$ cat config.mk
export PLATFORM = sky130hd
export DESIGN_NAME = wr_pack_fsm
export DESIGN_NICKNAME = d
export VERILOG_FILES = /design/src/rtl/wr_pack_fsm.sv
export SDC_FILE = /design/constraint.sdc
export NUM_CORES = 1
export LEC_CHECK = 0
export CORE_UTILIZATION = 40
export CTS_CLUSTER_DIAMETER = 150
export DETAILED_ROUTE_END_ITERATION = 8
export HOLD_SLACK_MARGIN = 0.03
export SLEW_MARGIN = 5
export SYNTH_ARGS = -nofsm -noshare
export SYNTH_HDL_FRONTEND = slang
export SYNTH_SLANG_ARGS = --single-unit
$ cat constraint.sdc
create_clock -name axi_clk -period 2.7 [get_ports axi_clk]
set_clock_uncertainty 0.05 [all_clocks]
set_input_delay 0.405 -clock axi_clk [delete_from_list [all_inputs] [get_ports axi_clk]]
set_output_delay 0.405 -clock axi_clk [all_outputs]
set_load 0.005 [all_outputs]
$ cat src/rtl/wr_pack_fsm.sv
// wr_pack_fsm: packs IN_W-bit FIFO beats MSB-first into OUT_W-bit words.
// Words are presented on a valid/ready handshake with a beat count.
// i_flush emits a right-aligned partial word.
// The FIFO has a one-cycle read latency: data arrives the cycle after read_en.
// Optional build macro WR_PACK_DBG_CNT_EN adds two debug counters:
//   dbg_rd_cnt   - FIFO reads
//   dbg_word_cnt - accepted words
// OUT_W must be an integer multiple of IN_W.
// BEATS and CNT_W are derived from the widths and are not meant to be overridden.
module wr_pack_fsm #(
    parameter int IN_W  = 8,
    parameter int OUT_W = 256,
    parameter int BEATS = OUT_W / IN_W,
    parameter int CNT_W = $clog2(BEATS + 1)
) (
    input  logic             axi_clk,
    input  logic             rst,
    input  logic             fifo_empty,
    output logic             read_en,
    input  logic [IN_W-1:0]  i_data,
    input  logic             i_flush,
    output logic [OUT_W-1:0] o_data,
    output logic             o_valid,
    input  logic             i_ready,
    output logic [CNT_W-1:0] o_beats,
    output logic             o_partial,
    output logic             busy
`ifdef WR_PACK_DBG_CNT_EN
    ,
    output logic [15:0]      dbg_rd_cnt,
    output logic [15:0]      dbg_word_cnt
`endif
);

    typedef enum logic [1:0] {
        S_IDLE = 2'd0,
        S_REQ  = 2'd1,
        S_CAP  = 2'd2,
        S_OUT  = 2'd3
    } state_t;

    state_t             r_state;
    state_t             w_next;

    logic [OUT_W-1:0]   r_shreg;
    logic [CNT_W-1:0]   r_cnt;
    logic               r_read_en;
    logic [OUT_W-1:0]   r_o_data;
    logic               r_o_valid;
    logic [CNT_W-1:0]   r_o_beats;
    logic               r_o_partial;

    logic [OUT_W-1:0]   w_shift;
    logic               w_cnt_full;
    logic               w_cnt_zero;
    logic               w_rd_nxt;
    logic               w_load;
    logic               w_cap;
    logic               w_accept;

    assign w_cnt_full = (r_cnt == CNT_W'(BEATS));
    assign w_cnt_zero = (r_cnt == '0);

    // New beat enters at the bottom.
    // After BEATS shifts, the first beat sits in the MSBs.
    generate
        if (BEATS == 1) begin : g_single
            assign w_shift = i_data;
        end else begin : g_multi
            assign w_shift = {r_shreg[OUT_W-IN_W-1:0], i_data};
        end
    endgenerate

    // State register
    always_ff @(posedge axi_clk or negedge rst) begin
        if (!rst) r_state <= S_IDLE;
        else      r_state <= w_next;
    end

    // Next-state logic.
    // A full word wins first, then FIFO data, then a flush of a non-empty partial word.
    always_comb begin
        w_next = r_state;
        case (r_state)
            S_IDLE: begin
                if (w_cnt_full)                  w_next = S_OUT;
                else if (!fifo_empty)            w_next = S_REQ;
                else if (i_flush && !w_cnt_zero) w_next = S_OUT;
                else                             w_next = S_IDLE;
            end
            S_REQ:   w_next = S_CAP;
            S_CAP:   w_next = S_IDLE;
            S_OUT:   if (r_o_valid && i_ready) w_next = S_IDLE;
            default: w_next = S_IDLE;
        endcase
    end

    // Output decode.
    // These strobes drive the registered datapath below.
    always_comb begin
        w_rd_nxt = (w_next == S_REQ);
        w_load   = (r_state != S_OUT) && (w_next == S_OUT);
        w_cap    = (r_state == S_CAP);
        w_accept = (r_state == S_OUT) && r_o_valid && i_ready;
    end

    // read_en is registered.
    // It is high for exactly the REQ cycle, which is always followed by CAP.
    always_ff @(posedge axi_clk or negedge rst) begin
        if (!rst) r_read_en <= 1'b0;
        else      r_read_en <= w_rd_nxt;
    end

    // Shift register and beat counter.
    // Both clear once the consumer takes the word.
    always_ff @(posedge axi_clk or negedge rst) begin
        if (!rst) begin
            r_shreg <= '0;
            r_cnt   <= '0;
        end else if (w_accept) begin
            r_shreg <= '0;
            r_cnt   <= '0;
        end else if (w_cap) begin
            r_shreg <= w_shift;
            r_cnt   <= r_cnt + CNT_W'(1);
        end
    end

    // Output word registers.
    // They are loaded on entry to OUT and held until the handshake.
    always_ff @(posedge axi_clk or negedge rst) begin
        if (!rst) begin
            r_o_data    <= '0;
            r_o_valid   <= 1'b0;
            r_o_beats   <= '0;
            r_o_partial <= 1'b0;
        end else if (w_load) begin
            r_o_data    <= r_shreg;
            r_o_valid   <= 1'b1;
            r_o_beats   <= r_cnt;
            r_o_partial <= !w_cnt_full;
        end else if (w_accept) begin
            r_o_valid   <= 1'b0;
        end
    end

    assign read_en   = r_read_en;
    assign o_data    = r_o_data;
    assign o_valid   = r_o_valid;
    assign o_beats   = r_o_beats;
    assign o_partial = r_o_partial;
    assign busy      = (r_state != S_IDLE) || !w_cnt_zero;

`ifdef WR_PACK_DBG_CNT_EN
    logic [15:0] r_dbg_rd;
    logic [15:0] r_dbg_word;

    // Free-running debug counters that wrap at 16 bits
    always_ff @(posedge axi_clk or negedge rst) begin
        if (!rst) begin
            r_dbg_rd   <= '0;
            r_dbg_word <= '0;
        end else begin
            if (r_read_en) r_dbg_rd   <= r_dbg_rd + 16'd1;
            if (w_accept)  r_dbg_word <= r_dbg_word + 16'd1;
        end
    end

    assign dbg_rd_cnt   = r_dbg_rd;
    assign dbg_word_cnt = r_dbg_word;
`endif

endmodule
; ---- After elaboration in Yosys (flattened, before gate mapping)
; Index checks and enable logic that the tools add are counted.
[totals]
out_inout_bits = 266
reg_bits = 529
[op_classes]
eq_ne = 7
n_addsub = 1
muxes = 11
n_reduce_logical = 13
[ops]
columns = op, count
row1 = $mux 256, 2
row2 = $mux 6, 2
row3 = $mux 2, 4
row4 = $pmux 2 s4, 1
row5 = $add 6x1->6 const B, 1
row6 = $eq 2x2->1 const B, 3
row7 = $eq 6x6->1 const B, 1
row8 = $logic_not 6->1, 1
row9 = $reduce_bool 2->1, 3
row10 = $logic_and 1x1->1, 5
row11 = $eq 2x1->1 const B, 2
row12 = $logic_not 1->1, 2
row13 = $logic_not 2->1, 1
row14 = $mux 1, 2
row15 = $ne 2x2->1 const B, 1
row16 = $logic_or 1x1->1, 1

; ---- Logic depth before layout (Yosys ltp)
[logic_depth]
word_depth = 10
ltp_mapped = 7

; ---- Least setup slack after synthesis
; No wires, ideal clock.
[synth_timing]
path_kind = flip-flop to flip-flop
start = register r_cnt[0]
end = register r_o_data[176], in the netlist o_data[176]
setup_ns = 0.128
stages_incl_launch_ff = 8
path_buffers = 2
path_slack_ns = 0.253
required_time_ns = 2.522
t_arrival_ns = 2.270
period_less_slack_ns = 2.447
cell_sequence = dfrtp_1 > inv_1 > ha_1 > nor4b_4 > mux2i_1 > buf_2 > buf_2 > mux2_1
[synth_between]
elab_chain_len = 9
word_cells_on_any_way = 10
[synth_rtl]
columns = element, line
row1 = start: declaration, 46  ; logic [CNT_W-1:0] r_cnt;
row2 = start signal: assignment, 125  ; r_cnt <= r_cnt + CNT_W'(1);
row3 = $logic_not 6->1, 62  ; assign w_cnt_zero = (r_cnt == '0);
row4 = $logic_not 1->1, 88  ; else if (i_flush && !w_cnt_zero) w_next = S_OUT;
row5 = $logic_and 1x1->1, 88
row6 = $mux 2, 88
row7 = $mux 2, 87  ; else if (!fifo_empty) w_next = S_REQ;
row8 = $mux 2 *, 86  ; if (w_cnt_full) w_next = S_OUT;
row9 = $pmux 2 s4 *, 84  ; case (r_state)
row10 = $eq 2x2->1 *, 102  ; w_load = (r_state != S_OUT) && (w_next == S_OUT);
row11 = $logic_and 1x1->1 *, 102
row12 = end signal: assignment, 138  ; r_o_data <= r_shreg;
row13 = end: declaration, 48  ; logic [OUT_W-1:0] r_o_data;
; Every way passes the cells marked *; elsewhere a longest branch is shown, timed or not.
; A chain may end at the register's enable or synchronous reset.

; ---- Worst setup path after layout
[layout_timing]
start = register r_cnt[1]
end = output busy
[layout_between]
elab_chain_len = 3
[layout_rtl]
columns = element, line
row1 = $logic_not 6->1, 62
row2 = $logic_not 1->1, 152  ; assign busy = (r_state != S_IDLE) || !w_cnt_zero;
row3 = $logic_or 1x1->1, 152
row4 = end: declaration, 27  ; output logic busy
; No other way between the ends.

==> impl_metrics.yaml <==
outcome:
  status: "completed"
drt:
  via_count: 11300
  route.final.wire_length_microns: 44100
  first_iter_violations: 759
  postRouteAntennaNets: 0
  routed_via_density: 5.30
  wirelength_per_cell_microns: 20.8
  remaining_design_rule_violation_count: 0
  drt-pass1-iter-count: 5
clock_tree:
  cts-root-buf: "clkbuf_16"
  clk_lat_worst_skew_ps: 600
  cts_made_buffers: 55
  cts.path.max_buffers: 3
  tritoncts: "built"
  path_clk_slew_ps: 60
  cts.sinks: 529
  clock_tree.htree_level_count: 2
layout:
  finalNetCount: 1485
  postLayoutCoreUtil: 0.527
  drive_gt1_frac: 0.137
  antenna_cells: 0
  final_cells: 2123
  finish.instance_area_sq_um: 24700
  syn2layout_area_growth_pct: 29.1
  layout.cells.most_common: "dfrtp_1"
  final_cell_mix: "dfrtp_1 (529), clkdlybuf4s50_1 (276), a22o_1 (258), mux2_1 (179), mux2_2 (82)"
global_route:
  grt_pass1_wl_microns: 71000
  grt_antenna_before_repair: 0
  globalRouteOverflowTotal: 0
  via_count_of_the_first_global_routing_pass: 11800
  grt_max_degree: 104
  grt.total_usage: 0.183
yosys:
  mappedNetlistNets: 1202
  synth.yosys.warnings: 0
  synth_top_area_cell: "dfrtp_1"
  synth_top_family_by_area: "multiplexers"
  ys_top_cells_by_area: "dfrtp_1 (69%), a22o_1 (12%), mux2_1 (11%)"
  synth.yosys.seq_area_share: 0.690
  postSynthRegisterBits: 529
  postSynthAreaPerCell_sq_um: 16.2
  fraction_of_the_mapped_netlist_area_in_simple_logic_gates: 0.00829
  synthesis.instances: 1187
  synth-compound-area-share: 0.125
  synth_ff_type: "dfrtp_1"
  post-synth-top-area-fraction: 0.690
  synth-edff-count: 0
  synth_cell_type_count: 38
  yosys-mux-area-fraction: 0.154
  area_share_of_xor_xnor_cells_in_the_synthesized_design: 0
  synth-async-reset-ratio: 1.00
  total_standard_cell_area_after_synthesis_sq_um: 19200
  yosys.area_share.adder: 0.00131
setup_path:
  path_delay_family: "buffers and inverters"
  worstSetupStartpointType: "register"
  crit_path_top_delay_cell: "dfrtp_1"
  cpPeakStageDelay_ps: 430
  critical_path_peak_fanout: 8
  critical_path_buf_inv_count: 3
  setup.worst_path.class: "register to output port"
  cp_cell_sequence: "inv_1 > ha_1 > nor4b_4 > buf_4 > nand3_1 > dlygate4sd2_1"
  data_arrival_time_of_the_critical_path_ps: 2100
  critical_path.endpoint_type: "output port"
  worst_ep_required_time_ps: 2250
pwr:
  cellLeakagePower_nw: 12.1
  cell_internal_pwr_w: 0.0176
  switching_power_w: 0.00750
  power_density_over_the_cells_nw_per_um2: 1010
  comb_power_share: 0.252
  swShare: 0.299
  worst_ir_drop_on_vdd_v: 0.000584
  share_clk_of_total_power: 0.312
  power_frac_seq: 0.436
sta:
  grt_setup_unrepaired: "false"
  setup_violations: 0
  slew_viol_final: 0
  fmax_mhz: 392
  fin_tns_setup_ps: 0
  post-route-min-period_ps: 2550
  hold_viol: 0
  timing.max_slew.rel_slack: 0.630
  timing_worst_slew_pin_value_ps: 556
  post-route-period-util: 0.945
place:
  port-buffer-count: 278
  place_inst: 2018
  post_dp_cell_area_sq_um: 22800
  place_congestion: 0.732
  dp_hpwl_microns: 27700
floorplanning:
  design.core.area_sq_um: 47000
  floorplan.die_area_sq_um: 48800
  floorplan.initialDensity: 0.408
  die-height_microns: 221
  ioPinCount: 279
  die_w_microns: 221
  placementRows: 79
worst_hold_path:
  path_class_of_the_lowest_slack_min_delay_path: "input port to asynchronous set/reset pin"
flow_run:
  drv_cap: 0
-- sequential cells by signal, indices dropped and copies added (netlist names) --
register,count
r_cnt,6
r_shreg,256
r_state,2
read_en,1
o_data,256
o_beats,6
o_valid,1
o_partial,1
-- synth_stat cells, types with 3 or more instances --
cell / count
buf_1: 3
buf_2: 10
clkbuf_1: 63
nor2_1: 4
nand2_1: 5
dfrtp_1: 529
a22o_1: 258
nand3_1: 4
mux2_1: 179
mux2_2: 82
buf_4: 11
inv_1: 5
o21ai_0: 3
-- area by class of cell --
type                            count  area [sq um]
Fill cell                        3900         22200
Sequential cell                   529         13200
Multi-Input combinational cell    566          5560
Timing Repair Buffer              313          3260
Clock buffer                       86          1650
Tap cell                          607           759
Clock inverter                     17           255
Inverter                            5          18.8
-- kinds of logic (layout without fill, tap and decap cells) --
logic type	after synthesis	after routing
buffers and inverters	92	421
AO/OA/AOI/OAI	275	275
flip-flops	529	529
adder cells (fa/ha/maj)	2	2
multiplexers	263	263
AND/OR/NAND/NOR	26	26
-- worst paths after layout --
kind / startpoint / endpoint / slack, ps / depth (start not counted)
setup / recovery: r_cnt[1] / busy / 150 / 6
min in group axi_clk: i_data[6] / r_shreg[6] / 360 / 2
max in group asynchronous: rst / r_shreg[163] / 1360 / 4
hold reg to reg: r_shreg[252] / o_data[252] / 430 / 1
setup reg to reg: r_cnt[1] / o_data[37] / 260 / 8
hold / removal: rst / o_data[100] / 250 / 2
-- what timing repair did --
action                                  CTS  global route
setup buffers                             1             0
resized for setup                         1             0
hold buffers                              1             0
endpoints found under the setup margin    1             0
hold endpoints to repair                 36             0
-- layer usage --
layer | routed length, microns | part of all wire | global-route usage | up-vias
li1 | - | - | - | 4985
met1 | 20000 | 0.45 | 0.250 | 5955
met2 | 20500 | 0.46 | 0.286 | 261
met3 | 2820 | 0.064 | 0.0527 | 58
met4 | 787 | 0.018 | 0.0532 | 0
met5 | 0 | 0 | 0 | -
-- worst register-to-register path, stage by stage (launching register included) --
cell	delay, ps
dfrtp_1	430
inv_1	80
ha_1	130
nor4b_4	240
buf_4	180
mux2i_4	290
buf_12	200
buf_4	340
mux2_2	390
-- power groups by stage --
stage	combinational, W	sequential (W)	clock [W]
after global routing	0.00689	0.0112	0.00837
final	0.00632	0.0109	0.00785
after floorplan	0.00350	0.0106	0
after CTS	0.00646	0.0110	0.00809
after global placement	0.00634	0.0111	0
after detailed placement	0.00641	0.0111	0
-- through the flow --
stage	setup WS, ps	power (W)	hold WS [ps]
2_1_floorplan	253	0.0141	59.4
3_3_place_gp	170	0.0174	300
3_5_place_dp	115	0.0175	298
4_1_cts	127	0.0255	235
5_1_grt	18.5	0.0264	258
6_report	150	0.0251	248
Note: power is estimated with default switching activity, not from simulation.
